--- config.mk ---
export PLATFORM = sky130hd
export DESIGN_NAME = tlp_fragmentation_engine
export DESIGN_NICKNAME = d
export VERILOG_FILES = /design/src/rtl/tlp_fragmentation_engine.sv
export SDC_FILE = /design/constraint.sdc
export NUM_CORES = 1
export LEC_CHECK = 0
export CORE_AREA = 2 2 213 215
export DETAILED_ROUTE_END_ITERATION = 10
export DIE_AREA = 0 0 215 217
export PLACE_DENSITY_LB_ADDON = 0.3
export SETUP_SLACK_MARGIN = 0.4
export SYNTH_ARGS = -nofsm -noshare
export SYNTH_HDL_FRONTEND = slang
export SYNTH_SLANG_ARGS = --single-unit
--- constraint.sdc ---
create_clock -name clk -period 6.9 [get_ports clk]
set_input_delay 0.69 -clock clk [delete_from_list [all_inputs] [get_ports clk]]
set_output_delay 0.69 -clock clk [all_outputs]
set_load 0.01 [all_outputs]
--- src/rtl/tlp_fragmentation_engine.sv ---
// TX-path TLP fragmentation engine: pops whole TLPs from a FWFT TLP FIFO
// (one or two entries per cycle) and re-beats them onto a 2*FIFO_W DLL bus
// with sop/eop, per-beat valid DW count and total TLP length.
module tlp_fragmentation_engine #(
  parameter int unsigned FIFO_DW    = 4,
  parameter int unsigned FIFO_ADD_W = 9,
  parameter int unsigned STORE_FWD  = 0,
  parameter int unsigned LEN_W      = 11
) (
  input  logic                          clk,
  input  logic                          rst,
  input  logic [FIFO_ADD_W:0]           Count,
  input  logic [32*FIFO_DW-1:0]         rd_data_1,
  input  logic [32*FIFO_DW-1:0]         rd_data_2,
  output logic                          rd_en,
  output logic                          rd_mode,
  input  logic                          Halt,
  input  logic                          Throttle,
  output logic [64*FIFO_DW-1:0]         TLP,
  output logic                          TLP_valid,
  output logic                          sop,
  output logic                          eop,
  output logic [$clog2(2*FIFO_DW):0]    Valid_DW,
  output logic [LEN_W-1:0]              Length
);

  localparam int unsigned FIFO_W  = 32 * FIFO_DW;
  localparam int unsigned BEAT_DW = 2 * FIFO_DW;
  localparam int unsigned BEAT_W  = 2 * FIFO_W;
  localparam int unsigned VDW_W   = $clog2(BEAT_DW) + 1;
  localparam int unsigned CNT_W   = FIFO_ADD_W + 1;
  localparam int unsigned CMP_W   = (CNT_W > LEN_W) ? CNT_W : LEN_W;

  typedef enum logic {
    S_IDLE   = 1'b0,
    S_ACTIVE = 1'b1
  } state_e;

  state_e             state_q, state_d;
  logic [LEN_W-1:0]   rem_ent_q, rem_ent_d;
  logic [LEN_W-1:0]   rem_dw_q, rem_dw_d;
  logic [BEAT_W-1:0]  tlp_q, tlp_d;
  logic               tlp_valid_q, tlp_valid_d;
  logic               sop_q, sop_d;
  logic               eop_q, eop_d;
  logic [VDW_W-1:0]   valid_dw_q, valid_dw_d;
  logic [LEN_W-1:0]   length_q, length_d;

  logic [2:0]         hdr_fmt;
  logic               hdr_td;
  logic [9:0]         hdr_len;
  logic [LEN_W-1:0]   hdr_pay_dw;
  logic [LEN_W-1:0]   hdr_tot_dw;
  logic [LEN_W-1:0]   hdr_tot_ent;

  logic               halt_block;
  logic [CMP_W-1:0]   count_x;
  logic [LEN_W-1:0]   ent_left;
  logic [LEN_W-1:0]   dw_left;
  logic [LEN_W-1:0]   n_ent;
  logic [LEN_W-1:0]   need_ent;
  logic [LEN_W-1:0]   beat_dw;
  logic               pop;
  logic               last_pop;
  logic [BEAT_W-1:0]  raw_beat;
  logic [BEAT_W-1:0]  beat_data;

  // Header decode of DW0 at the FIFO head: total DWs and total FIFO entries
  always_comb begin
    hdr_fmt    = rd_data_1[31:29];
    hdr_td     = rd_data_1[15];
    hdr_len    = rd_data_1[9:0];
    hdr_pay_dw = '0;
    if (hdr_fmt[1]) begin
      hdr_pay_dw = (hdr_len == 10'd0) ? LEN_W'(1024) : LEN_W'(hdr_len);
    end
    hdr_tot_dw  = LEN_W'(hdr_fmt[0] ? 4 : 3) + hdr_pay_dw + LEN_W'(hdr_td);
    hdr_tot_ent = (hdr_tot_dw + LEN_W'(FIFO_DW - 1)) / LEN_W'(FIFO_DW);
  end

  // Pop decision: IDLE uses the fresh header, ACTIVE the remaining counters
  always_comb begin
    halt_block = Halt & tlp_valid_q;
    count_x    = CMP_W'(Count);
    if (state_q == S_IDLE) begin
      ent_left = hdr_tot_ent;
      dw_left  = hdr_tot_dw;
    end else begin
      ent_left = rem_ent_q;
      dw_left  = rem_dw_q;
    end
    n_ent    = (ent_left >= LEN_W'(2)) ? LEN_W'(2) : ent_left;
    beat_dw  = (dw_left >= LEN_W'(BEAT_DW)) ? LEN_W'(BEAT_DW) : dw_left;
    last_pop = (ent_left == n_ent);
    need_ent = (STORE_FWD != 0) ? ent_left : n_ent;
    if (state_q == S_IDLE) begin
      pop = (Count != '0) && !Throttle && (count_x >= CMP_W'(need_ent));
    end else begin
      pop = (count_x >= CMP_W'(n_ent));
    end
    pop = pop && !halt_block && !rst;
  end

  assign rd_en   = pop;
  assign rd_mode = pop && (n_ent == LEN_W'(2));

  // Beat assembly: head entry in the low half, zero every lane past the TLP end
  always_comb begin
    raw_beat  = {rd_data_2, rd_data_1};
    beat_data = '0;
    for (int unsigned i = 0; i < BEAT_DW; i++) begin
      if (LEN_W'(i) < beat_dw) begin
        beat_data[32*i +: 32] = raw_beat[32*i +: 32];
      end
    end
  end

  // Next-state and registered-output logic; a held beat freezes everything
  always_comb begin
    state_d     = state_q;
    rem_ent_d   = rem_ent_q;
    rem_dw_d    = rem_dw_q;
    tlp_d       = tlp_q;
    tlp_valid_d = tlp_valid_q;
    sop_d       = sop_q;
    eop_d       = eop_q;
    valid_dw_d  = valid_dw_q;
    length_d    = length_q;
    if (!halt_block) begin
      tlp_d       = '0;
      tlp_valid_d = 1'b0;
      sop_d       = 1'b0;
      eop_d       = 1'b0;
      valid_dw_d  = '0;
      if (pop) begin
        tlp_d       = beat_data;
        tlp_valid_d = 1'b1;
        valid_dw_d  = VDW_W'(beat_dw);
        eop_d       = last_pop;
        rem_ent_d   = ent_left - n_ent;
        rem_dw_d    = dw_left - beat_dw;
        if (state_q == S_IDLE) begin
          sop_d    = 1'b1;
          length_d = hdr_tot_dw;
        end
        state_d = last_pop ? S_IDLE : S_ACTIVE;
      end
    end
  end

  // State and output registers with synchronous reset
  always_ff @(posedge clk) begin
    if (rst) begin
      state_q     <= S_IDLE;
      rem_ent_q   <= '0;
      rem_dw_q    <= '0;
      tlp_q       <= '0;
      tlp_valid_q <= 1'b0;
      sop_q       <= 1'b0;
      eop_q       <= 1'b0;
      valid_dw_q  <= '0;
      length_q    <= '0;
    end else begin
      state_q     <= state_d;
      rem_ent_q   <= rem_ent_d;
      rem_dw_q    <= rem_dw_d;
      tlp_q       <= tlp_d;
      tlp_valid_q <= tlp_valid_d;
      sop_q       <= sop_d;
      eop_q       <= eop_d;
      valid_dw_q  <= valid_dw_d;
      length_q    <= length_d;
    end
  end

  assign TLP       = tlp_q;
  assign TLP_valid = tlp_valid_q;
  assign sop       = sop_q;
  assign eop       = eop_q;
  assign Valid_DW  = valid_dw_q;
  assign Length    = length_q;

endmodule

==> key figures, run 1 <==
Critical path
  – CP peak stage delay: 0.53 ns
  – CP Capture Type: primary output
  – Cell Chain, Critical Path: clkdlybuf4s50_1 -> nand2_1 -> fa_1 -> fa_2 -> nor2b_1 -> buf_4 -> nor3_1 -> o41ai_2 -> and4_4 -> a41o_2 -> o31a_2 -> nor2_2 -> nand3_1 -> nor2_1 -> ha_1 -> nand2b_1 -> a21o_1 -> a211oi_1 -> o31a_1 -> or3_2 -> a31oi_2 -> clkbuf_2
  – CP arrival: 5.48 ns
  – Crit path required time: 6.21 ns
  – Slowest cell on crit path: clkdlybuf4s50_1
  – Critical path class: in -> out
  – Crit start category: input port
  – Largest delay share family, worst path: simple AND/OR/NAND/NOR gates
  – Crit Path Max Fanout: 10
  – Buf/Inv on CP: 3

Yosys
  – Warnings, synthesis: 0
  – Syn Area/Cell: 10.9 sq um
  – Multiplexer share of the synthesized area: 1.45%
  – Synth unique cells: 80
  – Largest family of logic cells by synthesized area: compound AO/OA/AOI/OAI gates
  – Post-Synth Simple-Gate Area: 7.53%
  – Xor/xnor share of the synthesized area: 1.27%
  – Register area share after synthesis: 54.4%
  – Compound-cell area share of the yosys netlist: 29.4%
  – Gate Count Post-Synth: 1000
  – Adder-Cell Fraction of Synth Area: 1.97%
  – Yosys reg bits: 297
  – Post-synth EDFFs: 0
  – Fraction of registers with async set/reset: 0%
  – Ys flop type: dfxtp_1
  – Syn Std Cell Area: 10900 sq um

STA
  – Pin slew with the least headroom to its limit: 0.948 ns
  – F_max: 162 MHz
  – Min Tclk post-route: 6.17 ns
  – Final hold viol count: 0
  – Hold WS: 0.454 ns
  – Finish-stage setup viols: 0
  – Final Skew: 0.0151 ns
  – Slew Viols, Final: 0
  – Slew HR: 36.8%
  – Fin Setup TNS: 0 ns
  – RSZ-0062 raised after global routing: false
  – Fin crit share: 89.4%

CTS
  – Hold Buf Count CTS: 0
  – CTS Buffer Depth: 3
  – CTS Root Cell: clkbuf_16
  – Clock sinks: 297
  – Inserted Clock Buffers: 37
  – CTS H-tree depth: 2
  – CTS tree: built
  – Clock-pin slew on the worst setup and hold paths: 0.06 ns
  – Clock Latency Late Sink: 0.54 ns

Route
  – Mean number of vias per cell: 4.68
  – WL final: 43.6 mm
  – Routed vias: 10167
  – Antenna Nets Post-Route: 0
  – Wire length per cell: 20.1 um
  – DRC: 0
  – Initial DRC Count: 638
  – DRT Pass-1 Iters: 5

Layout
  – Fill cell count: 4346
  – Reg area: 5950 sq um
  – Area of the multi-input gates: 4660 sq um
  – Fin util: 41.1%
  – Area delta synth->final: 68.1%
  – Share of cells above drive strength 1: 8.36%
  – Nets: 1827

Power and ir drop
  – Max VDD drop: 160 uV
  – Power Density: 255 nW/um^2
  – Pwr Total: 4.70 mW
  – P_leak: 7.01 nW

Place
  – GP Congestion: 0.826
  – PortBufs: 545
  – Dpl hpwl: 32.1 mm

GRT
  – Largest net degree at the start of global routing: 141
  – First-pass GRT wire length: 64.5 mm
  – Initial antenna violation count: 4
  – Number of global-route vias before repair: 10154
  – Total GRT Usage: 17.9%
  – GR Overflow Total: 0

Die
  – Die ar.: 46700 sq um
  – Die Width: 215 um
  – Core area: 44700 sq um
  – Starting Density: 24.5%
  – Ports: 546
  – Die Y: 217 um
  – Std cell rows: 78

Run
  – Max-cap violation count: 0

Status
  – Outcome: completed

Hold path
  – Hold WC Path Type: reg -> reg
## per-stage QoR
stage	area, sq um	std cells	worst slack, ns
2_1_floorplan	11000	1009	0.619
3_3_place_gp	17100	2099	0.155
3_5_place_dp	17100	2099	0.136
4_1_cts	18400	2166	0.417
5_1_grt	18400	2170	0.441
6_report	18400	2171	0.732
## metal layers
metal / part of all wire [%] / GRT usage [%] / vias up
met5: 0 / 0 / -
met2: 46 / 28.8 / 442
met1: 42 / 22.1 / 4779
li1: - / - / 4874
met3: 8.3 / 5.66 / 72
met4: 3.5 / 7.54 / 0
## registers in the layout, indices dropped and copies added, names as in the netlist
register / cells
eop: 1
sop: 1
Length: 11
Valid_DW: 4
rem_ent_q: 11
state_q: 1
TLP_valid: 1
rem_dw_q: 11
TLP: 256
## final timing paths
| check | from | to | slack (ns) | depth (start not counted) |
|---|---|---|---|---|
| max | rd_data_1[0] | rd_mode | 0.73 | 22 |
| min | Length[4]$_SDFFE_PP0P_ | Length[4]$_SDFFE_PP0P_ | 0.45 | 2 |
| max reg2reg | state_q$_SDFFE_PP0P_ | TLP[248]$_SDFFE_PP0N_ | 2.25 | 18 |
| min reg2reg | Length[4]$_SDFFE_PP0P_ | Length[4]$_SDFFE_PP0P_ | 0.45 | 2 |
## report_power, final
part	total [mW]	switching, mW	internal, mW
clock	2.00	0.784	1.22
sequential	1.86	0.0549	1.81
combinational	0.828	0.393	0.435
## worst register-to-register path: stages, from the launching register on
cell and delay, ns:
dfxtp_1 0.30, buf_4 0.23, inv_2 0.45, o211ai_1 0.23
nor4_1 0.45, a221oi_2 0.09, o211a_1 0.17, nand3_1 0.13
nor2_1 0.07, ha_1 0.27, nand2b_1 0.09, a21o_1 0.11
a211oi_1 0.06, o31a_1 0.26, or3_2 0.53, buf_4 0.31
nor2_2 0.23, buf_4 0.37, a22o_1 0.21
## area by class of cell
type | instances | area share [%]
Antenna cell | 4 | 0.0545
Clock buffer | 51 | 5.70
Clock inverter | 14 | 1.14
Inverter | 16 | 0.327
Multi-Input combinational cell | 614 | 25.4
Sequential cell | 297 | 32.3
Tap cell | 600 | 4.08
Timing Repair Buffer | 575 | 31.0
## synthesized netlist by cell type (all sizes together), types with 4 or more instances
master / count / area, sq um
dfxtp: 297 / 5950
a22o: 256 / 2240
nand2: 56 / 210
clkbuf: 47 / 176
nor2: 38 / 150
buf: 35 / 195
a21oi: 33 / 188
o21ai: 29 / 145
nand3: 17 / 85.1
inv: 16 / 60.1
ha: 14 / 175
mux2i: 11 / 110
xnor2: 10 / 87.6
nor4: 9 / 62.6
nor3: 8 / 40.0
a211oi: 7 / 57.6
a31oi: 7 / 50.1
and2: 7 / 47.6
a21o: 6 / 45.0
and3: 6 / 42.5
nor2b: 6 / 37.5
o21a: 6 / 52.6
o2111ai: 5 / 43.8
o211ai: 5 / 42.5
or3: 5 / 31.3
xor2: 5 / 51.3
mux2: 4 / 48.8
nand2b: 4 / 27.5
## cells by family (layout without fill, tap and decap cells)
family	Yosys count	after routing
compound gates	391	391
xor+xnor	15	15
fa+ha+maj	16	16
buf+inv	98	656
flops	297	297
mux	15	15
other cells	1	14
simple gates	167	167
## what timing repair did
action                     CTS  global route
resized for setup            7             6
setup endpoints to repair    2             2
pin swaps                    3             1
buffers inserted             2             1
## placed cells by master (no fill, tap or decap), types with 4 or more instances in the layout
master / synthesis / routed
o2111ai_1: 5 / 5
xnor2_1: 10 / 10
clkbuf_1: 47 / 7
buf_4: 2 / 28
ha_1: 14 / 14
and3_1: 5 / 5
or3_1: 5 / 4
nor2b_1: 6 / 6
clkbuf_16: 0 / 37
xor2_1: 4 / 4
nor2_2: 3 / 5
o211ai_1: 4 / 4
nand3_1: 17 / 17
a21oi_2: 3 / 6
nor4_1: 8 / 8
o21ai_0: 28 / 28
a21oi_1: 29 / 25
nand2_1: 56 / 56
clkdlybuf4s50_1: 0 / 542
inv_1: 15 / 15
and2_1: 5 / 5
nor2_1: 35 / 32
mux2i_1: 11 / 11
a211oi_1: 6 / 6
nor3_1: 8 / 8
a31oi_1: 6 / 5
bufinv_16: 0 / 4
clkbuf_8: 0 / 7
dfxtp_1: 297 / 297
diode_2: 0 / 4
a22o_1: 256 / 256
a21o_1: 6 / 6
o21a_1: 5 / 5
conb_1: 1 / 10
(Power assumes the default switching activity.)
==> inputs of run 2 (changes only) <==
--- a/config.mk
+++ b/config.mk
@@ -5,9 +5,10 @@
 export SDC_FILE = /design/constraint.sdc
 export NUM_CORES = 1
 export LEC_CHECK = 0
-export CORE_AREA = 2 2 213 215
+export CAP_MARGIN = 20
+export CORE_AREA = 2 2 212 214
 export DETAILED_ROUTE_END_ITERATION = 10
-export DIE_AREA = 0 0 215 217
+export DIE_AREA = 0 0 214 216
 export PLACE_DENSITY_LB_ADDON = 0.3
 export SETUP_SLACK_MARGIN = 0.4
 export SYNTH_ARGS = -nofsm -noshare
==> constraint.sdc (replaced) <==
create_clock -name clk -period 7.8 [get_ports clk]
set_input_delay 0.78 -clock clk [delete_from_list [all_inputs] [get_ports clk]]
set_output_delay 0.78 -clock clk [all_outputs]
set_load 0.01 [all_outputs]
==> key figures, run 2 (same netlist as run 1, synthesis figures left out) <==
Status
  – Outcome: completed

CTS
  – Inserted Clock Buffers: 36 (-2.7%)
  – CTS H-tree depth: 2 (unchanged)
  – CTS tree: built
  – CTS Root Cell: clkbuf_16
  – Setup Fix Bufs, Post-CTS: 0 (-2)
  – Clock-pin slew on the worst setup and hold paths: 0.06 ns (about the same)
  – PostCTS Resize Cnt: 0 (-7)
  – CTS Buffer Depth: 3 (unchanged)
  – Clock sinks: 297 (unchanged)
  – Clock Latency Late Sink: 0.53 ns (about the same)
  – Hold Buf Count CTS: 0 (unchanged)

Layout
  – Nets: 1813 (-0.77%)
  – Finished Cell Area: 18200 sq um (-1.0%)
  – Area delta synth->final: 66.3%
  – Max FFs per register: 256 (unchanged)
  – Commonest non-fill, non-tap cell in the layout: clkdlybuf4s50_1
  – Commonest cells after routing, fill and taps aside: clkdlybuf4s50_1, dfxtp_1, a22o_1, nand2_1, clkbuf_16
  – Share of cells above drive strength 1: 6.91% (-1.4 points)

Power and ir drop
  – Max VDD drop: 136 uV (-15%)
  – Psw: 1.04 mW (-15%)
  – Clock power share: 41.4% (-1.3 points)
  – Cell Int Power: 3.00 mW (-13%)
  – Reg power frac: 40.8% (+1.1 points)
  – Power Density: 222 nW/um^2 (-13%)
  – Comb power frac: 17.8% (+0.2 points)
  – Sw Share: 25.7% (-0.49 points)
  – P_leak: 6.90 nW (-1.6%)

Critical path
  – CP peak stage delay: 0.57 ns (+0.04 ns)
  – Crit path required time: 7.02 ns (+0.81 ns)
  – Slowest cell on crit path: clkdlybuf4s50_1
  – Cell Chain, Critical Path: clkdlybuf4s50_1 -> inv_1 -> fa_1 -> fa_1 -> xor2_1 -> a21oi_2 -> and2_4 -> and4_2 -> or4_1 -> o2bb2ai_1 -> nor2_2 -> nand3_1 -> nor2_1 -> ha_1 -> nand2b_1 -> a21o_1 -> a211oi_1 -> o31a_1 -> or3_2 -> a31oi_1 -> clkdlybuf4s50_1
  – CP arrival: 6.35 ns (+0.87 ns)
  – CP Capture Type: primary output
  – Crit start category: input port
  – Crit Path Max Fanout: 7 (-3)
  – Critical path class: in -> out

Die
  – Die ar.: 46200 sq um (-0.92%)
  – Die Y: 216 um (-0.46%)
  – Core area: 43800 sq um (-1.9%)
  – Std cell rows: 77 (-1.3%)
  – Die Width: 214 um (-0.47%)
  – Ports: 546 (unchanged)
  – Starting Density: 25.0% (+0.48 points)

STA
  – Finish-stage setup viols: 0 (unchanged)
  – Final Skew: 0.0127 ns (-0.00238 ns)
  – Final hold viol count: 0 (unchanged)
  – Fin Setup TNS: 0 ns (unchanged)
  – Pin slew with the least headroom to its limit: 0.972 ns (+0.0242 ns)
  – RSZ-0062 raised after global routing: false
  – Slew Viols, Final: 0 (unchanged)
  – Hold WS: 0.444 ns (-0.0106 ns)
  – Fin crit share: 91.4%
  – F_max: 140 MHz
  – Min Tclk post-route: 7.13 ns
  – Slew HR: 35.0% (-1.8 points)

Route
  – DRC: 0 (unchanged)
  – Antenna Nets Post-Route: 0 (unchanged)
  – DRT Pass-1 Iters: 5 (unchanged)
  – WL final: 42.6 mm (-2.2%)
  – Mean number of vias per cell: 4.74 (+1.2%)
  – Initial DRC Count: 675 (+5.8%)
  – Wire length per cell: 19.9 um (-0.83%)
  – Routed vias: 10151 (-0.16%)

Place
  – DP Area: 17000 sq um (-0.51%)
  – Dpl hpwl: 31.3 mm (-2.2%)
  – GP Congestion: 0.914 (+11%)
  – PortBufs: 545 (unchanged)

GRT
  – GR Overflow Total: 0 (unchanged)
  – Number of global-route vias before repair: 9998 (-1.5%)
  – Total GRT Usage: 17.6% (-0.24 points)
  – Largest net degree at the start of global routing: 151 (+7.1%)
  – Initial antenna violation count: 2 (-2)
  – First-pass GRT wire length: 63.6 mm (-1.4%)

Run
  – Max-cap violation count: 0 (unchanged)

Hold path
  – Hold WC Path Type: reg -> reg
[run 2: worst paths after layout]
path	start	cells after the start	to	slack, ns
min reg2reg	sop$_SDFFE_PP0N_	2	sop$_SDFFE_PP0N_	0.44
min	sop$_SDFFE_PP0N_	2	sop$_SDFFE_PP0N_	0.44
max	rd_data_1[15]	21	rd_mode	0.67
max reg2reg	state_q$_SDFFE_PP0P_	17	TLP[197]$_SDFFE_PP0N_	3.04
[run 2: power groups by stage]
stage	clock, mW	combinational [mW]	sequential (mW)
4_1_cts	1.74	0.722	1.65
2_1_floorplan	0	0.305	1.70
5_1_grt	1.79	0.775	1.66
6_report	1.68	0.721	1.65
3_3_place_gp	0	0.710	1.68
3_5_place_dp	0	0.717	1.68
[run 2: critical path: cells and delay by family]
kind / cells / cell delay (ns)
buffers and inverters: 3 / 1.15
AOI/OAI and AO/OA: 6 / 0.98
adders and majority gates: 3 / 1.02
and+or+nand+nor: 8 / 2.04
xor gates and xnor gates: 1 / 0.37
[run 2: per-stage QoR]
step | utilization [%] | total power [mW] | cells | setup WS, ns
floorplan | - | 2.01 | 1009 | 1.34
global placement | 38.7 | 2.39 | 2080 | 0.805
detailed placement | 38.7 | 2.40 | 2080 | 0.676
CTS | 41.4 | 4.11 | 2139 | 0.630
global route | 41.5 | 4.22 | 2142 | 0.405
finish | 41.5 | 4.04 | 2142 | 0.675
[run 2: layout make-up]
cell class | count | area, sq um
diodes | 2 | 5.00
fillers | 4238 | 25600
repair buffers | 562 | 5620
clock buffers | 54 | 1090
clock inverters | 5 | 86.3
flip-flops and latches | 297 | 5950
well taps | 592 | 741
multi-input cells | 614 | 4650
inverters | 16 | 60.1
[run 2: metal layers]
layer	vias to the layer above	wire length, um	part of all wire, %	GRT usage [%]
met3	57	3440	8.1	5.17
met4	0	983	2.3	5.78
met1	4801	17900	42	22.0
met5	-	0	0	0
li1	4838	-	-	-
met2	455	20300	48	29.1
